$ cat config.mk
export PLATFORM = sky130hd
export DESIGN_NAME = data_path_sequencer
export DESIGN_NICKNAME = d
export VERILOG_FILES = /design/src/rtl/data_path_seq_pkg.sv /design/src/rtl/data_path_sequencer_matrix_index_counter.sv /design/src/rtl/data_path_sequencer.sv
export SDC_FILE = /design/constraint.sdc
export NUM_CORES = 1
export LEC_CHECK = 0
export ABC_AREA = 1
export ABC_CLOCK_PERIOD_IN_PS = 2890
export CAP_MARGIN = 30
export CORE_AREA = 2 2 208 210
export CTS_CLUSTER_SIZE = 10
export DETAILED_ROUTE_END_ITERATION = 8
export DIE_AREA = 0 0 210 212
export PLACE_DENSITY = 0.77
export SYNTH_ARGS = -nofsm -noshare
export SYNTH_HDL_FRONTEND = slang
export SYNTH_SLANG_ARGS = --single-unit
$ cat constraint.sdc
create_clock -name clk_clk -period 2.89 [get_ports clk_clk]
set_input_delay 0.578 -clock clk_clk [delete_from_list [all_inputs] [get_ports clk_clk]]
set_output_delay 0.578 -clock clk_clk [all_outputs]
set_load 0.01 [all_outputs]
$ cat src/rtl/data_path_seq_pkg.sv
// Shared types and width constants for the data_path host sequencer.
package data_path_seq_pkg;

    localparam int DATA_W_DEF      = 48;
    localparam int CODE_W_DEF      = 12;
    localparam int IDX_W_DEF       = 32;
    localparam int WDOG_CYCLES_DEF = 1000000;

    typedef enum logic [2:0] {
        OP_LOAD_CODE   = 3'd0,
        OP_LOAD_WEIGHT = 3'd1,
        OP_LOAD_INPUT  = 3'd2,
        OP_LOAD_LABEL  = 3'd3,
        OP_RUN         = 3'd4
    } cmd_op_t;

    typedef enum logic [2:0] {
        ST_IDLE   = 3'd0,
        ST_LOAD   = 3'd1,
        ST_RSTLOC = 3'd2,
        ST_RUN    = 3'd3,
        ST_DONE   = 3'd4
    } seq_state_t;

    function automatic logic op_is_load(input logic [2:0] op);
        return (op < 3'd4);
    endfunction

endpackage

$ cat src/rtl/data_path_sequencer_matrix_index_counter.sv
// Row/layer index generator for matrix loads; row wraps after rows-1 and bumps the layer.
module matrix_index_counter #(
    parameter int IDX_W = 32
) (
    input  logic             clk,
    input  logic             reset,
    input  logic             clear,
    input  logic             step,
    input  logic [IDX_W-1:0] rows,
    output logic [IDX_W-1:0] row,
    output logic [IDX_W-1:0] layer
);

    localparam logic [IDX_W-1:0] ZERO_IDX = {IDX_W{1'b0}};
    localparam logic [IDX_W-1:0] ONE_IDX  = {{(IDX_W-1){1'b0}}, 1'b1};

    logic [IDX_W-1:0] row_r;
    logic [IDX_W-1:0] layer_r;
    logic [IDX_W-1:0] row_nxt_s;
    logic [IDX_W-1:0] layer_nxt_s;

    // Next index pair after the current one has been used.
    always_comb begin
        row_nxt_s   = row_r;
        layer_nxt_s = layer_r;
        if (row_r == (rows - ONE_IDX)) begin
            row_nxt_s   = ZERO_IDX;
            layer_nxt_s = layer_r + ONE_IDX;
        end else begin
            row_nxt_s   = row_r + ONE_IDX;
            layer_nxt_s = layer_r;
        end
    end

    // Index registers: cleared at command start, advanced once per written word.
    always_ff @(posedge clk) begin
        if (reset) begin
            row_r   <= ZERO_IDX;
            layer_r <= ZERO_IDX;
        end else if (clear) begin
            row_r   <= ZERO_IDX;
            layer_r <= ZERO_IDX;
        end else if (step) begin
            row_r   <= row_nxt_s;
            layer_r <= layer_nxt_s;
        end else begin
            row_r   <= row_r;
            layer_r <= layer_r;
        end
    end

    assign row   = row_r;
    assign layer = layer_r;

endmodule

$ cat src/rtl/data_path_sequencer.sv
// Host-side sequencer for data_path: storage loads, locator reset and controller run.
// Optional RUN watchdog is enabled by defining DATA_PATH_SEQ_WATCHDOG_EN (adds WDOG_CYCLES).
module data_path_sequencer
    import data_path_seq_pkg::*;
#(
    parameter int DATA_W = DATA_W_DEF,
    parameter int CODE_W = CODE_W_DEF,
`ifdef DATA_PATH_SEQ_WATCHDOG_EN
    parameter int WDOG_CYCLES = WDOG_CYCLES_DEF,
`endif
    parameter int IDX_W = IDX_W_DEF
) (
    input  logic              clk_clk,
    input  logic              reset_reset,
    input  logic              cmd_valid,
    input  logic [2:0]        cmd_op,
    input  logic [IDX_W-1:0]  cmd_count,
    input  logic [IDX_W-1:0]  cmd_rows,
    input  logic              s_valid,
    output logic              s_ready,
    input  logic [DATA_W-1:0] s_data,
    output logic [CODE_W-1:0] code_write_data,
    output logic              code_is_write,
    output logic [IDX_W-1:0]  code_write_line,
    output logic              code_enable,
    output logic              weight_is_write,
    output logic [IDX_W-1:0]  weight_write_layer_index,
    output logic [IDX_W-1:0]  weight_write_row_index,
    output logic [DATA_W-1:0] weight_write_data,
    output logic              input_is_write,
    output logic [IDX_W-1:0]  input_write_layer_index,
    output logic [IDX_W-1:0]  input_write_row_index,
    output logic [DATA_W-1:0] input_write_data,
    output logic              label_is_write,
    output logic [IDX_W-1:0]  label_write_layer_index,
    output logic [IDX_W-1:0]  label_write_row_index,
    output logic [DATA_W-1:0] label_write_data,
    output logic              locator_reset,
    output logic              controller_enable,
    input  logic [IDX_W-1:0]  code_index,
    output logic              busy,
    output logic              done,
    output logic              error
);

    localparam logic [IDX_W-1:0]  ZERO_IDX  = {IDX_W{1'b0}};
    localparam logic [IDX_W-1:0]  ONE_IDX   = {{(IDX_W-1){1'b0}}, 1'b1};
    localparam logic [DATA_W-1:0] ZERO_DATA = {DATA_W{1'b0}};
    localparam logic [CODE_W-1:0] ZERO_CODE = {CODE_W{1'b0}};

    seq_state_t       state_r;
    seq_state_t       next_state_s;
    cmd_op_t          target_r;
    logic [IDX_W-1:0] remaining_r;
    logic [IDX_W-1:0] remaining_nxt_s;
    logic [IDX_W-1:0] rows_r;
    logic [IDX_W-1:0] line_r;
    logic [IDX_W-1:0] end_line_r;

    logic accept_s;
    logic load_cmd_s;
    logic run_cmd_s;
    logic bad_cmd_s;
    logic hs_s;
    logic end_match_s;
    logic wdog_hit_s;
    logic code_wr_s;
    logic weight_wr_s;
    logic input_wr_s;
    logic label_wr_s;
    logic mat_wr_s;

    logic [IDX_W-1:0] idx_row_s;
    logic [IDX_W-1:0] idx_layer_s;

    logic s_ready_s;
    logic busy_s;
    logic done_s;
    logic error_s;
    logic locator_s;
    logic enable_s;

    logic              s_ready_r;
    logic              busy_r;
    logic              done_r;
    logic              error_r;
    logic              locator_r;
    logic              enable_r;
    logic              code_wr_r;
    logic              weight_wr_r;
    logic              input_wr_r;
    logic              label_wr_r;
    logic [CODE_W-1:0] code_data_r;
    logic [IDX_W-1:0]  code_line_r;
    logic [DATA_W-1:0] mat_data_r;
    logic [IDX_W-1:0]  mat_row_r;
    logic [IDX_W-1:0]  mat_layer_r;

    assign accept_s    = cmd_valid && (state_r == ST_IDLE);
    assign load_cmd_s  = accept_s && op_is_load(cmd_op);
    assign run_cmd_s   = accept_s && (cmd_op == OP_RUN);
    assign bad_cmd_s   = accept_s && !op_is_load(cmd_op) && (cmd_op != OP_RUN);
    assign hs_s        = s_valid && s_ready_r;
    assign end_match_s = (code_index == end_line_r);
    assign code_wr_s   = hs_s && (target_r == OP_LOAD_CODE);
    assign weight_wr_s = hs_s && (target_r == OP_LOAD_WEIGHT);
    assign input_wr_s  = hs_s && (target_r == OP_LOAD_INPUT);
    assign label_wr_s  = hs_s && (target_r == OP_LOAD_LABEL);
    assign mat_wr_s    = weight_wr_s || input_wr_s || label_wr_s;

`ifdef DATA_PATH_SEQ_WATCHDOG_EN
    logic [31:0] wdog_cnt_r;

    // RUN cycle counter; restarts whenever the sequencer is outside RUN.
    always_ff @(posedge clk_clk) begin
        if (reset_reset) begin
            wdog_cnt_r <= 32'd0;
        end else if (state_r == ST_RUN) begin
            wdog_cnt_r <= wdog_cnt_r + 32'd1;
        end else begin
            wdog_cnt_r <= 32'd0;
        end
    end

    assign wdog_hit_s = (state_r == ST_RUN) && !end_match_s &&
                        (wdog_cnt_r == 32'(WDOG_CYCLES - 1));
`else
    assign wdog_hit_s = 1'b0;
`endif

    // State register.
    always_ff @(posedge clk_clk) begin
        if (reset_reset) begin
            state_r <= ST_IDLE;
        end else begin
            state_r <= next_state_s;
        end
    end

    // Next-state logic; LOAD exits once the registered word budget is exhausted.
    always_comb begin
        next_state_s = state_r;
        case (state_r)
            ST_IDLE: begin
                if (run_cmd_s) begin
                    next_state_s = ST_RSTLOC;
                end else if (load_cmd_s) begin
                    next_state_s = ST_LOAD;
                end else begin
                    next_state_s = ST_IDLE;
                end
            end
            ST_LOAD: begin
                if (remaining_r == ZERO_IDX) begin
                    next_state_s = ST_DONE;
                end else begin
                    next_state_s = ST_LOAD;
                end
            end
            ST_RSTLOC: next_state_s = ST_RUN;
            ST_RUN: begin
                if (end_match_s || wdog_hit_s) begin
                    next_state_s = ST_DONE;
                end else begin
                    next_state_s = ST_RUN;
                end
            end
            ST_DONE: next_state_s = ST_IDLE;
            default: next_state_s = ST_IDLE;
        endcase
    end

    // Word budget after this cycle; also drives the registered ready.
    always_comb begin
        remaining_nxt_s = remaining_r;
        if (load_cmd_s) begin
            remaining_nxt_s = cmd_count;
        end else if (hs_s) begin
            remaining_nxt_s = remaining_r - ONE_IDX;
        end else begin
            remaining_nxt_s = remaining_r;
        end
    end

    // Output decode from the next state so every control output is registered.
    always_comb begin
        s_ready_s = (next_state_s == ST_LOAD) && (remaining_nxt_s != ZERO_IDX);
        busy_s    = (next_state_s != ST_IDLE);
        done_s    = (next_state_s == ST_DONE);
        locator_s = (next_state_s == ST_RSTLOC);
        enable_s  = (next_state_s == ST_RUN);
        if (load_cmd_s || run_cmd_s) begin
            error_s = 1'b0;
        end else if (bad_cmd_s || wdog_hit_s) begin
            error_s = 1'b1;
        end else begin
            error_s = error_r;
        end
    end

    // Command context and load counters.
    always_ff @(posedge clk_clk) begin
        if (reset_reset) begin
            target_r    <= OP_LOAD_CODE;
            remaining_r <= ZERO_IDX;
            rows_r      <= ONE_IDX;
            line_r      <= ZERO_IDX;
            end_line_r  <= ZERO_IDX;
        end else begin
            remaining_r <= remaining_nxt_s;
            if (load_cmd_s) begin
                target_r <= cmd_op_t'(cmd_op);
                rows_r   <= (cmd_rows == ZERO_IDX) ? ONE_IDX : cmd_rows;
                line_r   <= ZERO_IDX;
            end else if (code_wr_s) begin
                line_r <= line_r + ONE_IDX;
            end else begin
                line_r <= line_r;
            end
            if (run_cmd_s) begin
                end_line_r <= cmd_count;
            end else begin
                end_line_r <= end_line_r;
            end
        end
    end

    matrix_index_counter #(
        .IDX_W (IDX_W)
    ) u_matrix_index_counter (
        .clk   (clk_clk),
        .reset (reset_reset),
        .clear (load_cmd_s),
        .step  (mat_wr_s),
        .rows  (rows_r),
        .row   (idx_row_s),
        .layer (idx_layer_s)
    );

    // Output registers; write payloads only load on their own strobe.
    always_ff @(posedge clk_clk) begin
        if (reset_reset) begin
            s_ready_r   <= 1'b0;
            busy_r      <= 1'b0;
            done_r      <= 1'b0;
            error_r     <= 1'b0;
            locator_r   <= 1'b0;
            enable_r    <= 1'b0;
            code_wr_r   <= 1'b0;
            weight_wr_r <= 1'b0;
            input_wr_r  <= 1'b0;
            label_wr_r  <= 1'b0;
            code_data_r <= ZERO_CODE;
            code_line_r <= ZERO_IDX;
            mat_data_r  <= ZERO_DATA;
            mat_row_r   <= ZERO_IDX;
            mat_layer_r <= ZERO_IDX;
        end else begin
            s_ready_r   <= s_ready_s;
            busy_r      <= busy_s;
            done_r      <= done_s;
            error_r     <= error_s;
            locator_r   <= locator_s;
            enable_r    <= enable_s;
            code_wr_r   <= code_wr_s;
            weight_wr_r <= weight_wr_s;
            input_wr_r  <= input_wr_s;
            label_wr_r  <= label_wr_s;
            if (code_wr_s) begin
                code_data_r <= s_data[CODE_W-1:0];
                code_line_r <= line_r;
            end else begin
                code_data_r <= code_data_r;
                code_line_r <= code_line_r;
            end
            if (mat_wr_s) begin
                mat_data_r  <= s_data;
                mat_row_r   <= idx_row_s;
                mat_layer_r <= idx_layer_s;
            end else begin
                mat_data_r  <= mat_data_r;
                mat_row_r   <= mat_row_r;
                mat_layer_r <= mat_layer_r;
            end
        end
    end

    // Only one matrix target is loaded at a time, so the payload registers are shared.
    assign s_ready                  = s_ready_r;
    assign busy                     = busy_r;
    assign done                     = done_r;
    assign error                    = error_r;
    assign locator_reset            = locator_r;
    assign controller_enable        = enable_r;
    assign code_enable              = enable_r;
    assign code_is_write            = code_wr_r;
    assign code_write_data          = code_data_r;
    assign code_write_line          = code_line_r;
    assign weight_is_write          = weight_wr_r;
    assign weight_write_layer_index = mat_layer_r;
    assign weight_write_row_index   = mat_row_r;
    assign weight_write_data        = mat_data_r;
    assign input_is_write           = input_wr_r;
    assign input_write_layer_index  = mat_layer_r;
    assign input_write_row_index    = mat_row_r;
    assign input_write_data         = mat_data_r;
    assign label_is_write           = label_wr_r;
    assign label_write_layer_index  = mat_layer_r;
    assign label_write_row_index    = mat_row_r;
    assign label_write_data         = mat_data_r;

endmodule

==> key figures <==
Status
  • Outcome: finished, final reports clean

STA
  • Slew headroom: between 50% and 60%
  • Setup Skew: 22.0 ps
  • Final Cycle Share: 92.4%
  • RSZ-0062 raised after global routing: false
  • Worst-Margin Slew: around 660 ps
  • Crit path time final: 2670 ps
  • Final setup fails: 0
  • Fmax: 375 MHz
  • Final Slew Violations: 0
  • Final hold violations: 0
  • Setup TNS: 0 ps

Pwr
  • Cell Pwr Density: roughly 490 mW/mm^2
  • Leak: 0.0100 uW
  • VDD IR max: about 350 uV
  • Design Power: 12200 uW

Setup path
  • Slowest-stage cell, CP: dfxtp_1
  • Critical Path Start Type: register
  • CP startpoint: rows_r[0]
  • Most used cell, CP: nand2_1
  • Crit path max fanout: 29
  • Crit path kind: register to register
  • Worst path required time: about 3300 ps
  • Worst EP arrival: 3110 ps
  • Path depth of the worst reg2reg path: 16
  • Crit-path max cell delay: a little over 300 ps
  • Flop2flop setup slack: 220 ps
  • Reg2Reg Launch Point: rows_r[0]
  • Kind of end point of the critical path: register
  • CP Cell Sequence: inv_1 -> ha_1 -> nand2_2 -> nor2_2 -> nand2_1 -> nor2_1 -> nand2_1 -> nand2_1 -> nand2_1 -> nor2_1 -> nand2_1 -> nor2_2 -> nand3_1 -> buf_12 -> nand2_1 -> a21oi_1
  • FF-to-FF End: u_matrix_index_counter.layer[8]

Place
  • HPWL Detailed: approximately 51000 microns
  • Cells after DPL: about 3600
  • RePlAce Congestion: 0.948
  • Port Buffers: 541

Route
  • Average wire per standard cell: 18.0 microns
  • Pre-antenna DRT Iters: 7
  • Post-DR vias/cell: 5.24
  • DR iter-0 viols: 1560
  • WL final: 66400 microns
  • Routed vias: 19400
  • Number of remaining DRC errors: 0
  • Post-route ant nets: 0

Cells and area
  • NumNets Final: about 3300
  • Diode count: 0
  • Share of layout cells above drive strength 1: roughly 5.2%
  • Fin cells: ~3700
  • Area Overhead vs Synth: 30.0%

Hold path
  • Worst hold start: reset_reset
  • WHS Endpoint: remaining_r[1]
  • Hold Crit Class: primary input to register
  • Hold path cells: 2

CTS
  • H-tree depth: 2
  • TritonCTS Buffers: 44
  • CTS max path bufs: 3
  • CTS resizes: 0
  • TritonCTS clock tree: built
  • Buffers inserted by post-CTS timing repair: 0
  • Num Clock Sinks: 364
  • Cell at the root of the clock tree: clkbuf_16
  • Hold Buf Count CTS: 0
  • Clock transition at the registers of the reported paths: 60 ps
  • Worst-Skew Late Latency: 570 ps

Floorplan
  • I/O Pins: between 500 and 600
  • Full die area: 0.0445 sq mm
  • Core area: roughly 0.043 sq mm
  • Die Ht: approximately 210 microns
  • Initial Util: 45.4%
  • # rows: 76
  • Die Wd: 210 microns

Synthesis
  • Post-synthesis cell count: 2822
  • Seq cells post-synth: 364
  • Netlist Area Pre-Place: 0.0193 sq mm
  • Syn. warnings: 0
  • Mapped Avg Cell Area: about 6.8 sq um
  • Synthesized Nets: 2979
  • Post-synth top area share: roughly 38%
  • Most frequent cell after synthesis: nand2_1
  • Cell variety after synth: 42
  • Top post-synthesis cells by area: dfxtp_1 (38%), nand2_1 (11%), buf_4 (8.8%)
  • Post-synth top cells: nand2_1 (579), dfxtp_1 (364), nor2_1 (330)
  • Cell taking the most area after synthesis: dfxtp_1
  • Post-synth ARST share: 0%
  • Ys flop type: dfxtp_1
  • Register area share after synthesis: between 30% and 40%
  • EDFF count, synth: 0

Global route
  • Vias in the first global route: 18700
  • Gr ovfl total: 0
  • Global-route wire length before repair: about 100000 microns
  • Largest net degree at the start of global routing: 72
  • GRT Total Usage: a little under 30%
  • Antenna violations before repair: 1

Run
  • Max-cap viol count: 0
## stage by stage
step	worst slack, ps	utilization [%]	hold WS, ps	instance area, sq um
2_1_floorplan	724	-	400	19300
3_3_place_gp	-102	56.2	443	23900
3_5_place_dp	-81.6	56.2	446	23900
4_1_cts	245	59.0	341	25100
5_1_grt	16.4	59.0	359	25100
6_report	220	59.0	373	25100
## power by group
part / internal (uW) / switching, uW
logic: 812 / 1180
clock network: 2840 / 2090
registers: 5170 / 142
total: 8820 / 3410
## worst max-delay path: cells and delay by family (launching register included)
family                   cells  cell delay (ps)
AND/OR/NAND/NOR             12             1570
buffers and inverters        2              350
flip-flops                   1              310
adder cells (fa/ha/maj)      1              250
AO/OA/AOI/OAI                1               70
## area by class of cell
class	instances	area, sq um
tap	546	683
fill	3908	17400
inverter	316	1190
sequential	364	7290
clock inverter	5	42.5
clock buffer	55	1180
timing repair buffer	597	5960
multi-input combinational	1815	8750
## placed cells by master, fill, tap and decap left out, types with 3 or more instances in the layout
cell,count
nand4_1,87
xnor2_1,37
clkbuf_16,44
a21oi_1,242
nand3b_1,11
nor2_4,3
buf_12,10
clkbuf_1,7
nand2_2,4
xor2_1,63
nor3_2,4
clkinv_2,4
o21ai_0,192
o211ai_1,4
clkbuf_8,4
nor2_1,329
clkdlybuf4s50_1,540
nand3_1,109
buf_4,47
nor2_2,12
nor4_1,18
nor3b_1,3
nor3_1,47
inv_1,308
nand2_1,578
nand3_2,3
dfxtp_1,364
o22ai_1,25
ha_1,6
or2_2,20
o21bai_1,5
clkinv_1,4
## logic make-up (layout without fill, tap and decap cells)
| family | Yosys count | in the layout | synth area share (%) |
|---|---|---|---|
| AOI/OAI and AO/OA | 472 | 472 | 12.6 |
| xor gates and xnor gates | 100 | 100 | 4.54 |
| adders and majority gates | 6 | 6 | 0.389 |
| buffers and inverters | 643 | 973 | 17.1 |
| DFF | 364 | 364 | 37.7 |
| muxes | 1 | 1 | 0.0518 |
| and+or+nand+nor | 1236 | 1236 | 27.7 |
## sequential cells by signal, summed over array words and instances (netlist names)
register	flops
busy	1
u_matrix_index_counter.row	32
code_write_line	32
weight_is_write	1
label_is_write	1
line_r	32
state_r	3
code_is_write	1
code_enable	1
rows_r	32
end_line_r	32
input_write_layer_index	32
input_is_write	1
s_ready	1
input_write_data	48
error	1
u_matrix_index_counter.layer	32
done	1
remaining_r	32
locator_reset	1
input_write_row_index	32
code_write_data	12
target_r	3
## layer usage
metal  track usage, %  part of all wire (%)
met1             36.6                    42
met4             11.5                   3.6
met3             4.77                   7.6
met5                0                 0.020
met2             49.1                    47
## worst max path at each step
stage                                            end  slack [ps]  depth (start not counted)
finish               u_matrix_index_counter.layer[8]         220                         16
CTS                 u_matrix_index_counter.layer[31]         250                         16
global route        u_matrix_index_counter.layer[31]          20                         16
detailed placement                           s_ready         -80                         12
floorplan           u_matrix_index_counter.layer[22]         720                         17
global placement                             s_ready        -100                         12
(Power assumes the default switching activity.)
